**config.mk**
```make
export PLATFORM = sky130hd
export DESIGN_NAME = wb_initiator
export DESIGN_NICKNAME = d
export VERILOG_FILES = /design/src/rtl/wb_initiator.sv
export SDC_FILE = /design/constraint.sdc
export NUM_CORES = 1
export LEC_CHECK = 0
export BUFFER_PORTS_ARGS = -buffer_cell sky130_fd_sc_hd__buf_4
export CORE_UTILIZATION = 45
export CTS_CLUSTER_SIZE = 8
export DETAILED_ROUTE_END_ITERATION = 10
export PLACE_DENSITY = 0.82
export RECOVER_POWER = 25
export SLEW_MARGIN = 40
export SYNTH_ARGS = -nofsm -noshare
export SYNTH_HDL_FRONTEND = slang
export SYNTH_SLANG_ARGS = --single-unit
```
**constraint.sdc**
```tcl
create_clock -name clk48 -period 2 [get_ports clk48]
set_input_delay 0.2 -clock clk48 [delete_from_list [all_inputs] [get_ports clk48]]
set_output_delay 0.2 -clock clk48 [all_outputs]
set_load 0.1 [all_outputs]
```
**src/rtl/wb_initiator.sv**
```systemverilog
// Wishbone B4 classic bus master.
// Turns a command stream into single writes or single/incrementing-burst
// reads and returns one response per bus beat.
//
// Handshakes: both the command and the response streams use strict
// valid/ready. A transfer happens on the rising edge where valid and ready
// are both high. A source that raises valid holds valid and its payload
// unchanged until that transfer. Ready may rise or fall freely and does not
// depend on the other side's valid in the same cycle.
module wb_initiator #(
  parameter int TIMEOUT = 1024,
  parameter int MAX_LEN = 256
) (
  input  logic        clk48,
  input  logic        reset_n,
  // command stream
  input  logic        cmd_valid,
  output logic        cmd_ready,
  input  logic        cmd_we,
  input  logic [29:0] cmd_adr,
  input  logic [31:0] cmd_dat,
  input  logic [3:0]  cmd_sel,
  input  logic [7:0]  cmd_len,
  // response stream
  output logic        rsp_valid,
  input  logic        rsp_ready,
  output logic [31:0] rsp_dat,
  output logic        rsp_err,
  output logic        rsp_timeout,
  output logic        rsp_last,
  // wishbone master
  output logic [29:0] wishbone_adr,
  output logic [31:0] wishbone_dat_w,
  input  logic [31:0] wishbone_dat_r,
  output logic [3:0]  wishbone_sel,
  output logic        wishbone_cyc,
  output logic        wishbone_stb,
  output logic        wishbone_we,
  output logic [2:0]  wishbone_cti,
  output logic [1:0]  wishbone_bte,
  input  logic        wishbone_ack,
  input  logic        wishbone_err,
  // debug view of the FSM state (0=IDLE, 1=BUS, 2=RESP)
  output logic [1:0]  state_dbg
);

  localparam int TW = (TIMEOUT > 1) ? $clog2(TIMEOUT) : 1;
  localparam int LW = (MAX_LEN > 1) ? $clog2(MAX_LEN) : 1;
  localparam logic [TW-1:0] TMO_LAST = TW'((TIMEOUT > 0) ? TIMEOUT - 1 : 0);

  localparam logic [2:0] CTI_CLASSIC = 3'b000;
  localparam logic [2:0] CTI_INCR    = 3'b010;
  localparam logic [2:0] CTI_END     = 3'b111;

  typedef enum logic [1:0] {
    IDLE = 2'd0,
    BUS  = 2'd1,
    RESP = 2'd2
  } state_t;

  state_t         state;
  logic [LW-1:0]  beats_left;
  logic [TW-1:0]  tmo_cnt;

  // Only linear incrementing bursts are generated.
  assign wishbone_bte = 2'b00;
  assign state_dbg    = state;

  // Single FSM owning every bus and response register.
  always_ff @(posedge clk48) begin
    if (!reset_n) begin
      state          <= IDLE;
      cmd_ready      <= 1'b0;
      rsp_valid      <= 1'b0;
      rsp_dat        <= 32'h0;
      rsp_err        <= 1'b0;
      rsp_timeout    <= 1'b0;
      rsp_last       <= 1'b0;
      wishbone_adr   <= 30'h0;
      wishbone_dat_w <= 32'h0;
      wishbone_sel   <= 4'h0;
      wishbone_cyc   <= 1'b0;
      wishbone_stb   <= 1'b0;
      wishbone_we    <= 1'b0;
      wishbone_cti   <= CTI_CLASSIC;
      beats_left     <= '0;
      tmo_cnt        <= '0;
    end else begin
      case (state)
        IDLE: begin
          cmd_ready <= 1'b1;
          if (cmd_valid && cmd_ready) begin
            cmd_ready      <= 1'b0;
            wishbone_cyc   <= 1'b1;
            wishbone_stb   <= 1'b1;
            wishbone_we    <= cmd_we;
            wishbone_adr   <= cmd_adr;
            wishbone_dat_w <= cmd_dat;
            wishbone_sel   <= cmd_sel;
            // writes are always a single beat whatever cmd_len says
            beats_left     <= cmd_we ? '0 : LW'(cmd_len);
            wishbone_cti   <= (cmd_we || cmd_len == 8'd0) ? CTI_CLASSIC : CTI_INCR;
            tmo_cnt        <= '0;
            state          <= BUS;
          end
        end

        BUS: begin
          if (wishbone_err) begin
            // err wins over a simultaneous ack and ends the command
            wishbone_stb <= 1'b0;
            wishbone_cyc <= 1'b0;
            rsp_valid    <= 1'b1;
            rsp_dat      <= 32'h0;
            rsp_err      <= 1'b1;
            rsp_timeout  <= 1'b0;
            rsp_last     <= 1'b1;
            state        <= RESP;
          end else if (wishbone_ack) begin
            wishbone_stb <= 1'b0;
            // keep the cycle open between beats of a healthy burst
            wishbone_cyc <= (beats_left != '0);
            rsp_valid    <= 1'b1;
            rsp_dat      <= wishbone_we ? 32'h0 : wishbone_dat_r;
            rsp_err      <= 1'b0;
            rsp_timeout  <= 1'b0;
            rsp_last     <= (beats_left == '0);
            state        <= RESP;
          end else if (TIMEOUT != 0 && tmo_cnt == TMO_LAST) begin
            wishbone_stb <= 1'b0;
            wishbone_cyc <= 1'b0;
            rsp_valid    <= 1'b1;
            rsp_dat      <= 32'h0;
            rsp_err      <= 1'b0;
            rsp_timeout  <= 1'b1;
            rsp_last     <= 1'b1;
            state        <= RESP;
          end else begin
            tmo_cnt <= tmo_cnt + TW'(1);
          end
        end

        RESP: begin
          // response registers stay frozen until the consumer takes them
          if (rsp_ready) begin
            rsp_valid <= 1'b0;
            if (beats_left != '0 && !rsp_err && !rsp_timeout) begin
              wishbone_adr <= wishbone_adr + 30'd1;
              wishbone_stb <= 1'b1;
              wishbone_cti <= (beats_left == LW'(1)) ? CTI_END : CTI_INCR;
              beats_left   <= beats_left - LW'(1);
              tmo_cnt      <= '0;
              state        <= BUS;
            end else begin
              wishbone_cyc <= 1'b0;
              cmd_ready    <= 1'b1;
              state        <= IDLE;
            end
          end
        end

        default: begin
          state <= IDLE;
        end
      endcase
    end
  end

endmodule

```
==> results of run 1 <==
==> layer usage <==
| layer | up-vias | part of all wire, % | GRT usage (%) |
|---|---|---|---|
| met4 | 0 | 2.0 | 10.0 |
| met2 | 285 | 49 | 45.7 |
| met5 | - | 0 | 0 |
| met3 | 31 | 8.9 | 8.79 |
| li1 | 3286 | - | - |
| met1 | 3181 | 40 | 31.5 |
==> power by group through the flow <==
stage	combinational [mW]	sequential (mW)	clock, mW
after floorplan	1.61	5.51	0
after global placement	5.15	3.34	0
after detailed placement	5.21	3.35	0
after CTS	5.23	3.30	3.10
after global routing	5.53	3.36	3.24
final	5.23	3.31	3.08
==> critical path, cell delays in order, from the launching register on <==
cell	delay (ns)
dfxtp_1	0.34
inv_2	0.06
ha_4	0.17
nor3b_4	0.16
a211oi_4	0.29
buf_6	0.17
nor2_4	0.05
buf_12	0.16
a21o_1	0.17
a32o_1	0.20
==> final cells by class <==
type                    instances  area share (%)
clock buffers                  20            5.17
clock inverters                11            1.22
inverters                      12           0.567
multi-input cells             580            39.9
flip-flops and latches        128            28.9
well taps                     180            2.49
repair buffers                275            21.8
==> Yosys cell counts (5+ instances only) <==
| master | number | area (um^2) |
|---|---|---|
| a21boi_1 | 9 | 67.6 |
| and3_1 | 6 | 37.5 |
| buf_2 | 10 | 50.1 |
| o22ai_1 | 6 | 37.5 |
| a31oi_1 | 10 | 62.6 |
| nand4_1 | 14 | 87.6 |
| o21a_1 | 7 | 52.6 |
| o21ai_0 | 33 | 165 |
| nor3b_1 | 6 | 45.0 |
| nand2_1 | 157 | 589 |
| and2_1 | 5 | 31.3 |
| buf_1 | 5 | 18.8 |
| dfxtp_1 | 128 | 2560 |
| nor2_1 | 39 | 146 |
| inv_1 | 11 | 41.3 |
| a21oi_1 | 24 | 120 |
| ha_1 | 9 | 113 |
| nand3_1 | 51 | 255 |
| nor3_1 | 11 | 55.1 |
| nor4_1 | 9 | 56.3 |
| clkbuf_1 | 34 | 128 |
| buf_4 | 5 | 37.5 |
| a21boi_0 | 76 | 571 |
==> metrics by stage <==
step	setup TNS (ns)	total power [mW]	util (%)	cell area, um^2	std cells
after CTS	0	11.6	65.9	9110	1203
after global routing	-0.00851	12.1	65.4	9050	1206
after detailed placement	0	8.56	61.7	8520	1172
after global placement	0	8.49	61.7	8520	1172
final	0	11.6	65.4	9050	1206
after floorplan	-0.176	7.12	-	6470	776
==> worst min path at each step <==
stage	end	cells after the start	from	slack, ns
2_1_floorplan	rsp_err$_SDFFE_PN0P_	2	wishbone_err	0.34
3_3_place_gp	rsp_dat[18]$_SDFFE_PN0P_	2	rsp_dat[18]$_SDFFE_PN0P_	0.44
3_5_place_dp	rsp_dat[19]$_SDFFE_PN0P_	2	rsp_dat[19]$_SDFFE_PN0P_	0.45
4_1_cts	wishbone_dat_w[25]$_SDFFE_PN0P_	3	cmd_dat[25]	0.02
5_1_grt	wishbone_dat_w[2]$_SDFFE_PN0P_	3	cmd_dat[2]	0.03
6_report	wishbone_dat_w[25]$_SDFFE_PN0P_	3	cmd_dat[25]	0.03
==> logic make-up (layout without fill, tap and decap cells) <==
kind of cell | Yosys count | count (layout) | synth area share [%]
AND/OR/NAND/NOR | 335 | 335 | 25.9
AO/OA/AOI/OAI | 228 | 228 | 26.4
flip-flops | 128 | 128 | 40.2
buffers and inverters | 68 | 318 | 4.73
adder cells (fa/ha/maj) | 9 | 9 | 1.77
multiplexers | 4 | 4 | 0.629
XOR/XNOR | 2 | 2 | 0.275
other | 1 | 2 | 0.0589
==> flip-flops by register name, indices dropped and copies added, names as in the netlist <==
| register | cells |
|---|---|
| wishbone_cti | 2 |
| rsp_valid | 1 |
| rsp_err | 1 |
| state_dbg | 2 |
| wishbone_adr | 30 |
| wishbone_we | 1 |
| tmo_cnt | 10 |
| wishbone_dat_w | 32 |
| rsp_timeout | 1 |
| wishbone_sel | 4 |
| wishbone_cyc | 1 |
| wishbone_stb | 1 |
| rsp_dat | 32 |
| beats_left | 8 |
| cmd_ready | 1 |
| rsp_last | 1 |
==> what timing repair did <==
action / CTS / global route
hold endpoints to repair: 0 / 0
gates cloned: 0 / 0
setup buffers: 0 / 3
resized for setup: 1 / 12
pin swaps: 0 / 2
setup endpoints to repair: 2 / 45
==> flow_summary_export.csv, run 1 <==
group,metric,value,unit
status,status,"finished, final reports clean",
setup_path,setup.worst_path.start,"beats_left[0]$_SDFFE_PN0P_",
final_layout,fin_nets,1136,
final_layout,final_common_cell,"buf_4",
logic_synthesis,syn_avg_cell_area,8.22,um^2
setup_path,r2r_start,"beats_left[0]$_SDFFE_PN0P_",
logic_synthesis,synth_area,0.00637,mm^2
placement,numPortBuffers,223,
placement,dp_hpwl,14000,um
clocking,clock-sinks,128,
sta,fin_worst_skew,0.00773,ns
global_route,grt_start_max_net_pins,63,
setup_path,r2r.worst_path.cells,9,
logic_synthesis,syn_inst,775,
clocking,path_clk_slew,0.06,ns
worst_hold_path,hold_class,"input port to flip-flop",
power,clockPowerShare,26.5,%
clocking,cts_made_buffers,17,
clocking,insertion_delay,0.42,ns
global_route,grt_overflow_total,0,
sta,fin_crit_sh,95.0,%
power,combPwrFrac,45.0,%
global_route,grt_pass1_vias,6445,
sta,setup_viol,0,
final_layout,area_delta_synth_final,42.1,%
floorplanning,die_x,121,um
sta,setup_ws,0.100,ns
global_route,grt_pass1_wl,31000,um
power,power_density,1280,mW/mm^2
logic_synthesis,synth_ff_type,"dfxtp_1",
sta,slew_viol_final,0,
drt,viasPerCell,5.62,
power,pwr-share-seq,28.5,%
clocking,h-tree-depth,4,
sta,fin_crit,1.90,ns
power,p_int,6.31,mW
floorplanning,die-area,0.0146,mm^2
power,swShare,45.7,%
drt,drtIter0Drc,598,
logic_synthesis,ys_types,81,
run,maxCapViolCount,0,
sta,fmax,526,MHz
clocking,cts_tree,"yes",
drt,wl,19700,um
setup_path,endpoint_kind,"flip-flop",
clocking,cts_hold_buf,0,
setup_path,critical_path_required,2.31,ns
drt,antenna_left,0,
drt,wl_per_cell,16.3,um
power,peakVddDrop,737,uV
logic_synthesis,synth-edff-count,0,
final_layout,n_antenna_cell,0,
global_route,grt_usage,27.0,%
placement,place_ws,0.0210,ns
final_layout,regArea,0.00261,mm^2
power,power.leakage,3.74,nW
logic_synthesis,ys_seq_area_share,40.2,%
setup_path,cp_max_fo,21,
setup_path,worstSetupEndpoint,"wishbone_adr[13]$_SDFFE_PN0P_",
floorplanning,initial_utilization,46.1,%
floorplanning,rows,43,
logic_synthesis,ys.warnings.count,0,
sta,final_hold_viol_count,0,
logic_synthesis,synth-async-reset-ratio,0,%
drt,num_vias,6783,
global_route,antenna_found_initial,0,
floorplanning,core,0.0138,mm^2
clocking,root_buffer,"clkbuf_16",
setup_path,worst-setup-path-type,"flip-flop to flip-flop",
clocking,clock_path_buffers,2,
final_layout,final_cell_mix,"buf_4 (210), nand2_1 (157), dfxtp_1 (97)",
placement,place_congestion,0.914,
sta,slew_headroom,59.9,%
floorplanning,die_y,121,um
setup_path,crit_arrival,2.20,ns
setup_path,regToRegEndpoint,"wishbone_adr[13]$_SDFFE_PN0P_",
final_layout,multi_input_area,0.00361,mm^2
logic_synthesis,yosys_register_bits,128,
drt,drc,0,
floorplanning,io-pin-count,226,
final_layout,nFillCells,1177,
sta,timing.hold.ws,0.0329,ns
sta,worst_slew_pin_slew,0.602,ns
drt,dr.pass1.iters,5,
power,netSwitchingPower,5.32,mW
setup_path,setup.worst_path.start_class,"flip-flop",
final_layout,layout-drive-gt1-share,36.6,%
setup_path,r2r_slack,0.10,ns
Note: power is estimated with default switching activity, not from simulation.
==> inputs of run 2 (changes only) <==
--- a/config.mk
+++ b/config.mk
@@ -11,6 +11,7 @@
 export DETAILED_ROUTE_END_ITERATION = 10
 export PLACE_DENSITY = 0.82
 export RECOVER_POWER = 25
+export REMOVE_ABC_BUFFERS = 1
 export SLEW_MARGIN = 40
 export SYNTH_ARGS = -nofsm -noshare
 export SYNTH_HDL_FRONTEND = slang
==> run 2 against run 1 <==
Global-route usage decreased by 1.2 points. Cell count grew 0.58%. Final area grew 1.7%. Clock-buffer cell count grew 1. Non-clock buffer count grew 7. Fmax down 0.64%. Sequential cell count did not move. Power increased by 2.2%. Sequential share of layout area shrank 1.0 points. Critical path depth decreased by 1. Clock power grew 7.1%. Critical path type unchanged. Largest power group unchanged.
==> flow_summary_export.csv, run 2 (synthesized netlist as in run 1, its figures left out) <==
group,metric,value,unit
power,power_density,1290,mW/mm^2
global_route,grt_start_max_net_pins,55,
final_layout,regArea,0.00256,mm^2
sta,slew_headroom,59.2,%
setup_path,critPathTopFamily,"simple AND/OR/NAND/NOR gates",
setup_path,setup.worst_path.start,"beats_left[1]$_SDFFE_PN0P_",
drt,num_vias,6748,
drt,viasPerCell,5.56,
global_route,grt_usage,25.7,%
global_route,grt_overflow_total,0,
power,pwr-share-seq,27.5,%
floorplanning,die_x,121,um
worst_hold_path,min_from,"cmd_adr[27]",
final_layout,fin_cells,1213,
power,netSwitchingPower,5.27,mW
setup_path,worst-setup-path-type,"flip-flop to flip-flop",
power,peakVddDrop,739,uV
floorplanning,die-area,0.0146,mm^2
drt,wl_per_cell,15.9,um
setup_path,r2r.worst_path.cells,8,
floorplanning,io-pin-count,226,
final_layout,area_delta_synth_final,44.5,%
sta,fmax,523,MHz
floorplanning,initial_utilization,46.1,%
placement,place_congestion,0.847,
global_route,antenna_found_initial,0,
clocking,h-tree-depth,4,
drt,antenna_left,0,
sta,fin_worst_skew,0.00732,ns
sta,fin_crit_sh,95.6,%
run,maxCapViolCount,0,
clocking,cts_hold_buf,0,
final_layout,final_common_cell,"buf_4",
final_layout,fin_nets,1143,
final_layout,final_cell_mix,"buf_4 (213), nand2_1 (157), dfxtp_1 (126)",
floorplanning,core,0.0138,mm^2
global_route,grt_pass1_wl,30000,um
worst_hold_path,hold_class,"input port to flip-flop",
sta,worst_slew_pin_slew,0.612,ns
setup_path,critPathSlowestCell,"or3b_2",
worst_hold_path,holdPathStages,3,
setup_path,endpoint_kind,"flip-flop",
final_layout,n_antenna_cell,0,
power,swShare,44.3,%
final_layout,nFillCells,1139,
clocking,root_buffer,"clkbuf_16",
placement,placed_area,0.00852,mm^2
setup_path,setup.worst_path.start_class,"flip-flop",
drt,wl,19200,um
setup_path,max_stage_delay,0.48,ns
clocking,clock_path_buffers,2,
placement,dp_hpwl,13400,um
drt,drc,0,
clocking,cts_tree,"yes",
setup_path,critical_path_required,2.31,ns
setup_path,r2r_slack,0.09,ns
sta,slew_viol_final,0,
setup_path,worst-path-buf-inv,2,
global_route,grt_pass1_vias,6120,
clocking,clock-sinks,128,
sta,fin_crit,1.91,ns
sta,rsz0062_at_grt,"true",
final_layout,reg_top3,"rsp_dat: 32 flops, wishbone_dat_w: 32 flops, wishbone_adr: 30 flops",
floorplanning,die_y,121,um
clocking,insertion_delay,0.42,ns
placement,dp_cells,1179,
power,power.leakage,3.79,nW
sta,final_hold_viol_count,0,
placement,numPortBuffers,223,
final_layout,multi_input_area,0.00365,mm^2
drt,drtIter0Drc,621,
power,p_int,6.61,mW
setup_path,regToRegEndpoint,"wishbone_cyc$_SDFFE_PN0P_",
setup_path,crit_arrival,2.22,ns
sta,setup_viol,0,
worst_hold_path,hold_path_end,"wishbone_adr[27]$_SDFFE_PN0P_",
final_layout,layout-drive-gt1-share,34.7,%
drt,dr.pass1.iters,6,
setup_path,cp_max_fo,5,
setup_path,r2r_start,"beats_left[1]$_SDFFE_PN0P_",
clocking,path_clk_slew,0.06,ns
setup_path,cp_cell_sequence,"inv_1, ha_4, or3b_2, o21ai_0, buf_4, o2111ai_1, mux2i_1, nor2b_1",
clocking,cts_made_buffers,17,
power,combPwrFrac,44.7,%
final_layout,design_area,0.00921,mm^2
status,status,"finished, final reports clean",
floorplanning,rows,43,
power,clockPowerShare,27.8,%
[run 2: cell types whose count changed in the layout (fill, tap and decap cells not counted), moves of 4 or more]
cell      delta
dfxtp_2     -24
inv_1        +4
clkinv_2     -4
dfxtp_1     +29
inv_4        -4
dfxtp_4      -5
[run 2: how the worst max path moves through the flow]
stage / endpoint / slack [ns] / cells after the start
after CTS: wishbone_adr[6]$_SDFFE_PN0P_ / 0.003 / 8
after global routing: wishbone_adr[6]$_SDFFE_PN0P_ / -0.01 / 8
final: wishbone_cyc$_SDFFE_PN0P_ / 0.09 / 8
after global placement: wishbone_adr[26]$_SDFFE_PN0P_ / 0.10 / 8
after floorplan: wishbone_adr[24]$_SDFFE_PN0P_ / -2.75 / 6
after detailed placement: wishbone_adr[23]$_SDFFE_PN0P_ / 0.009 / 7
[run 2: final cells by class]
| cell class | count | area share, % |
|---|---|---|
| tap | 180 | 2.45 |
| sequential | 128 | 27.9 |
| clock buffer | 21 | 5.22 |
| clock inverter | 10 | 1.71 |
| inverter | 12 | 0.489 |
| timing repair buffer | 282 | 22.6 |
| multi-input combinational | 580 | 39.7 |
[run 2: tightest hold or removal path: stages]
cell and delay, ns:
buf_4 0.08, a32oi_1 0.04, o21ai_1 0.10
[run 2: repair_timing]
item | in CTS | in global routing
endpoints found under the setup margin | 1 | 54
buffers inserted | 0 | 2
pin swaps | 0 | 5
gates resized for setup | 1 | 30
gates cloned | 0 | 1
[run 2: stage by stage]
| step | hold slack [ns] | TNS, ns | utilization (%) | setup slack (ns) | total power [mW] |
|---|---|---|---|---|---|
| 6_report | 0.0281 | 0 | 66.6 | 0.0881 | 11.9 |
| 3_3_place_gp | 0.439 | 0 | 61.6 | 0.101 | 8.42 |
| 5_1_grt | 0.0327 | -0.0324 | 66.6 | -0.0146 | 12.4 |
| 3_5_place_dp | 0.450 | 0 | 61.6 | 0.00856 | 8.48 |
| 4_1_cts | 0.0241 | 0 | 66.3 | 0.00324 | 11.8 |
| 2_1_floorplan | 0.316 | -185.83 | - | -2.75 | 6.88 |
[run 2: power by group through the flow]
| stage | Clock (mW) | Combinational, mW | Sequential [mW] |
|---|---|---|---|
| 6_report | 3.30 | 5.31 | 3.27 |
| 4_1_cts | 3.36 | 5.20 | 3.25 |
| 3_3_place_gp | 0 | 5.14 | 3.28 |
| 3_5_place_dp | 0 | 5.18 | 3.30 |
| 2_1_floorplan | 0 | 1.41 | 5.46 |
| 5_1_grt | 3.49 | 5.59 | 3.31 |
[run 2: metal layers]
layer  part of all wire, %  GRT usage, %
met1                    42          31.6
met3                   7.6          7.28
met5                     0             0
met4                   1.9          9.03
met2                    49          42.9
==> inputs of run 3 (changes only) <==
--- a/config.mk
+++ b/config.mk
@@ -6,13 +6,13 @@
 export NUM_CORES = 1
 export LEC_CHECK = 0
 export BUFFER_PORTS_ARGS = -buffer_cell sky130_fd_sc_hd__buf_4
+export CORE_MARGIN = 4
 export CORE_UTILIZATION = 45
 export CTS_CLUSTER_SIZE = 8
 export DETAILED_ROUTE_END_ITERATION = 10
 export PLACE_DENSITY = 0.82
 export RECOVER_POWER = 25
 export REMOVE_ABC_BUFFERS = 1
-export SLEW_MARGIN = 40
 export SYNTH_ARGS = -nofsm -noshare
 export SYNTH_HDL_FRONTEND = slang
 export SYNTH_SLANG_ARGS = --single-unit
==> run 3 against run 2 <==
Die area rose by 10%. Sequential share of layout area increased by 0.13 points. Critical path type unchanged. Cell count rose by 0.49%. Critical path depth is 1 lower. Register-to-register slack got worse by 0.05 ns.
==> flow_summary_export.csv, run 3 (synthesized netlist as in run 1, its figures left out) <==
group,metric,value,unit
status,status,"finished, final reports clean",
setup_path,setup.worst_path.start_class,"flip-flop",
power,power.leakage,3.80,nW
setup_path,critPathSlowestCell,"nor4_1",
power,netSwitchingPower,5.24,mW
drt,viasPerCell,5.70,
drt,num_vias,6952,
sta,setup_ws,0.0429,ns
global_route,grt_overflow_total,0,
final_layout,n_antenna_cell,0,
power,power_density,1260,mW/mm^2
setup_path,cp.depth,7,
setup_path,cp_max_fo,8,
setup_path,cp_cell_sequence,"inv_2, ha_4, clkinv_1, buf_4, nor4_1, nor2_1, o221a_2",
final_layout,final_common_cell,"buf_4",
clocking,path_clk_slew,0.05,ns
global_route,grt_usage,23.3,%
global_route,grt_pass1_vias,6377,
final_layout,area_delta_synth_final,44.1,%
clocking,root_buffer,"clkbuf_16",
floorplanning,die-area,0.0161,mm^2
clocking,cts_made_buffers,17,
floorplanning,rows,43,
sta,worst_slew_pin_slew,0.684,ns
setup_path,crit_arrival,2.26,ns
run,maxCapViolCount,0,
power,peakVddDrop,902,uV
final_layout,nFillCells,1172,
setup_path,max_stage_delay,0.38,ns
final_layout,final_util,66.1,%
floorplanning,die_y,127,um
final_layout,final_cell_mix,"buf_4 (220), nand2_1 (156), dfxtp_1 (124)",
floorplanning,io-pin-count,226,
drt,wl_per_cell,16.6,um
final_layout,fin_cells,1219,
floorplanning,die_x,127,um
sta,final_hold_viol_count,0,
final_layout,reg_top3,"rsp_dat: 32 flops, wishbone_dat_w: 32 flops, wishbone_adr: 30 flops",
final_layout,fin_nets,1150,
setup_path,worst-setup-path-type,"flip-flop to flip-flop",
setup_path,critPathTopFamily,"buffers and inverters",
clocking,cts_hold_buf,0,
global_route,grt_start_max_net_pins,60,
setup_path,r2r.worst_path.cells,7,
sta,setup_viol,0,
drt,drc,0,
placement,place_ws,0.0253,ns
clocking,h-tree-depth,4,
placement,place_congestion,0.892,
sta,fmax,511,MHz
sta,fin_crit,1.96,ns
clocking,clock_path_buffers,2,
worst_hold_path,holdPathStages,3,
sta,slew_headroom,54.4,%
placement,dp_hpwl,13800,um
setup_path,endpoint_kind,"flip-flop",
setup_path,critical_path_required,2.30,ns
power,pwr-share-seq,28.3,%
power,combPwrFrac,46.1,%
sta,slew_viol_final,0,
clocking,insertion_delay,0.41,ns
power,p_int,6.30,mW
sta,fin_crit_sh,97.9,%
global_route,grt_pass1_wl,31400,um
clocking,cts_tree,"yes",
clocking,clock-sinks,128,
sta,fin_worst_skew,0.00472,ns
power,swShare,45.4,%
drt,drtIter0Drc,691,
drt,dr.pass1.iters,5,
floorplanning,core,0.0139,mm^2
worst_hold_path,hold_class,"input port to flip-flop",
drt,antenna_left,0,
global_route,antenna_found_initial,0,
power,clockPowerShare,25.6,%
setup_path,worst-path-buf-inv,3,
placement,numPortBuffers,223,
placement,dp_cells,1176,
floorplanning,initial_utilization,45.9,%
final_layout,layout-drive-gt1-share,34.9,%
drt,wl,20300,um
[run 3: changes by cell type in the layout (fill, tap and decap cells not counted), sizes merged]
cell and delta:
clkbuf +5, bufinv -3, clkinvlp -2, buf +5
nand2b +1
[run 3: worst register-to-register path, delay by kind of cell, from the launching register on]
kind / cells / cell delay, ns
fa+ha+maj: 1 / 0.18
compound gates: 1 / 0.27
simple gates: 2 / 0.47
flops: 1 / 0.32
buf+inv: 3 / 0.61
[run 3: metrics by stage]
stage                     total power, mW  TNS [ns]  area, um^2  hold WS (ns)
after floorplan                      6.88   -185.83        6120         0.316
after global placement               8.42         0        8490         0.438
after detailed placement             8.46         0        8490         0.447
after CTS                            11.4   -0.0166        9060        0.0313
after global routing                 12.0    -0.131        9180        0.0386
final                                11.5         0        9180        0.0455
[run 3: worst paths after layout]
path	slack (ns)	start	endpoint
min reg2reg	0.45	rsp_dat[20]$_SDFFE_PN0P_	rsp_dat[20]$_SDFFE_PN0P_
max	0.04	state_dbg[0]$_SDFFE_PN0P_	wishbone_adr[9]$_SDFFE_PN0P_
max reg2reg	0.04	state_dbg[0]$_SDFFE_PN0P_	wishbone_adr[9]$_SDFFE_PN0P_
min	0.05	cmd_dat[12]	wishbone_dat_w[12]$_SDFFE_PN0P_
[run 3: metal layers]
layer	share of wire [%]	routed length (um)	vias up	GRT usage [%]
met5	0	0	-	0
met4	2.3	460	0	8.01
met3	8.3	1680	43	6.23
met2	49	9990	332	38.9
met1	40	8130	3264	29.2
li1	-	-	3313	-
[run 3: power groups by stage]
stage	combinational (mW)	clock (mW)	sequential, mW
detailed placement	5.17	0	3.30
global placement	5.13	0	3.29
floorplan	1.41	0	5.46
global route	5.58	3.13	3.32
finish	5.32	2.95	3.27
CTS	5.19	3.00	3.25
[run 3: cell type report]
class                      instances  area, um^2  share of cell area (%)
tap                              180         225                    2.45
sequential                       128        2570                    28.0
clock inverter                     5        52.6                   0.573
timing repair buffer             288        2130                    23.2
multi-input combinational        581        3640                    39.7
clock buffer                      25         515                    5.62
inverter                          12        45.0                   0.491
[run 3: what timing repair did]
action,4_1_cts,5_1_grt
cloned,0,3
pin swaps,0,6
gates resized for setup,1,30
buffers inserted,0,10
setup endpoints to repair,1,64
hold endpoints to repair,0,0
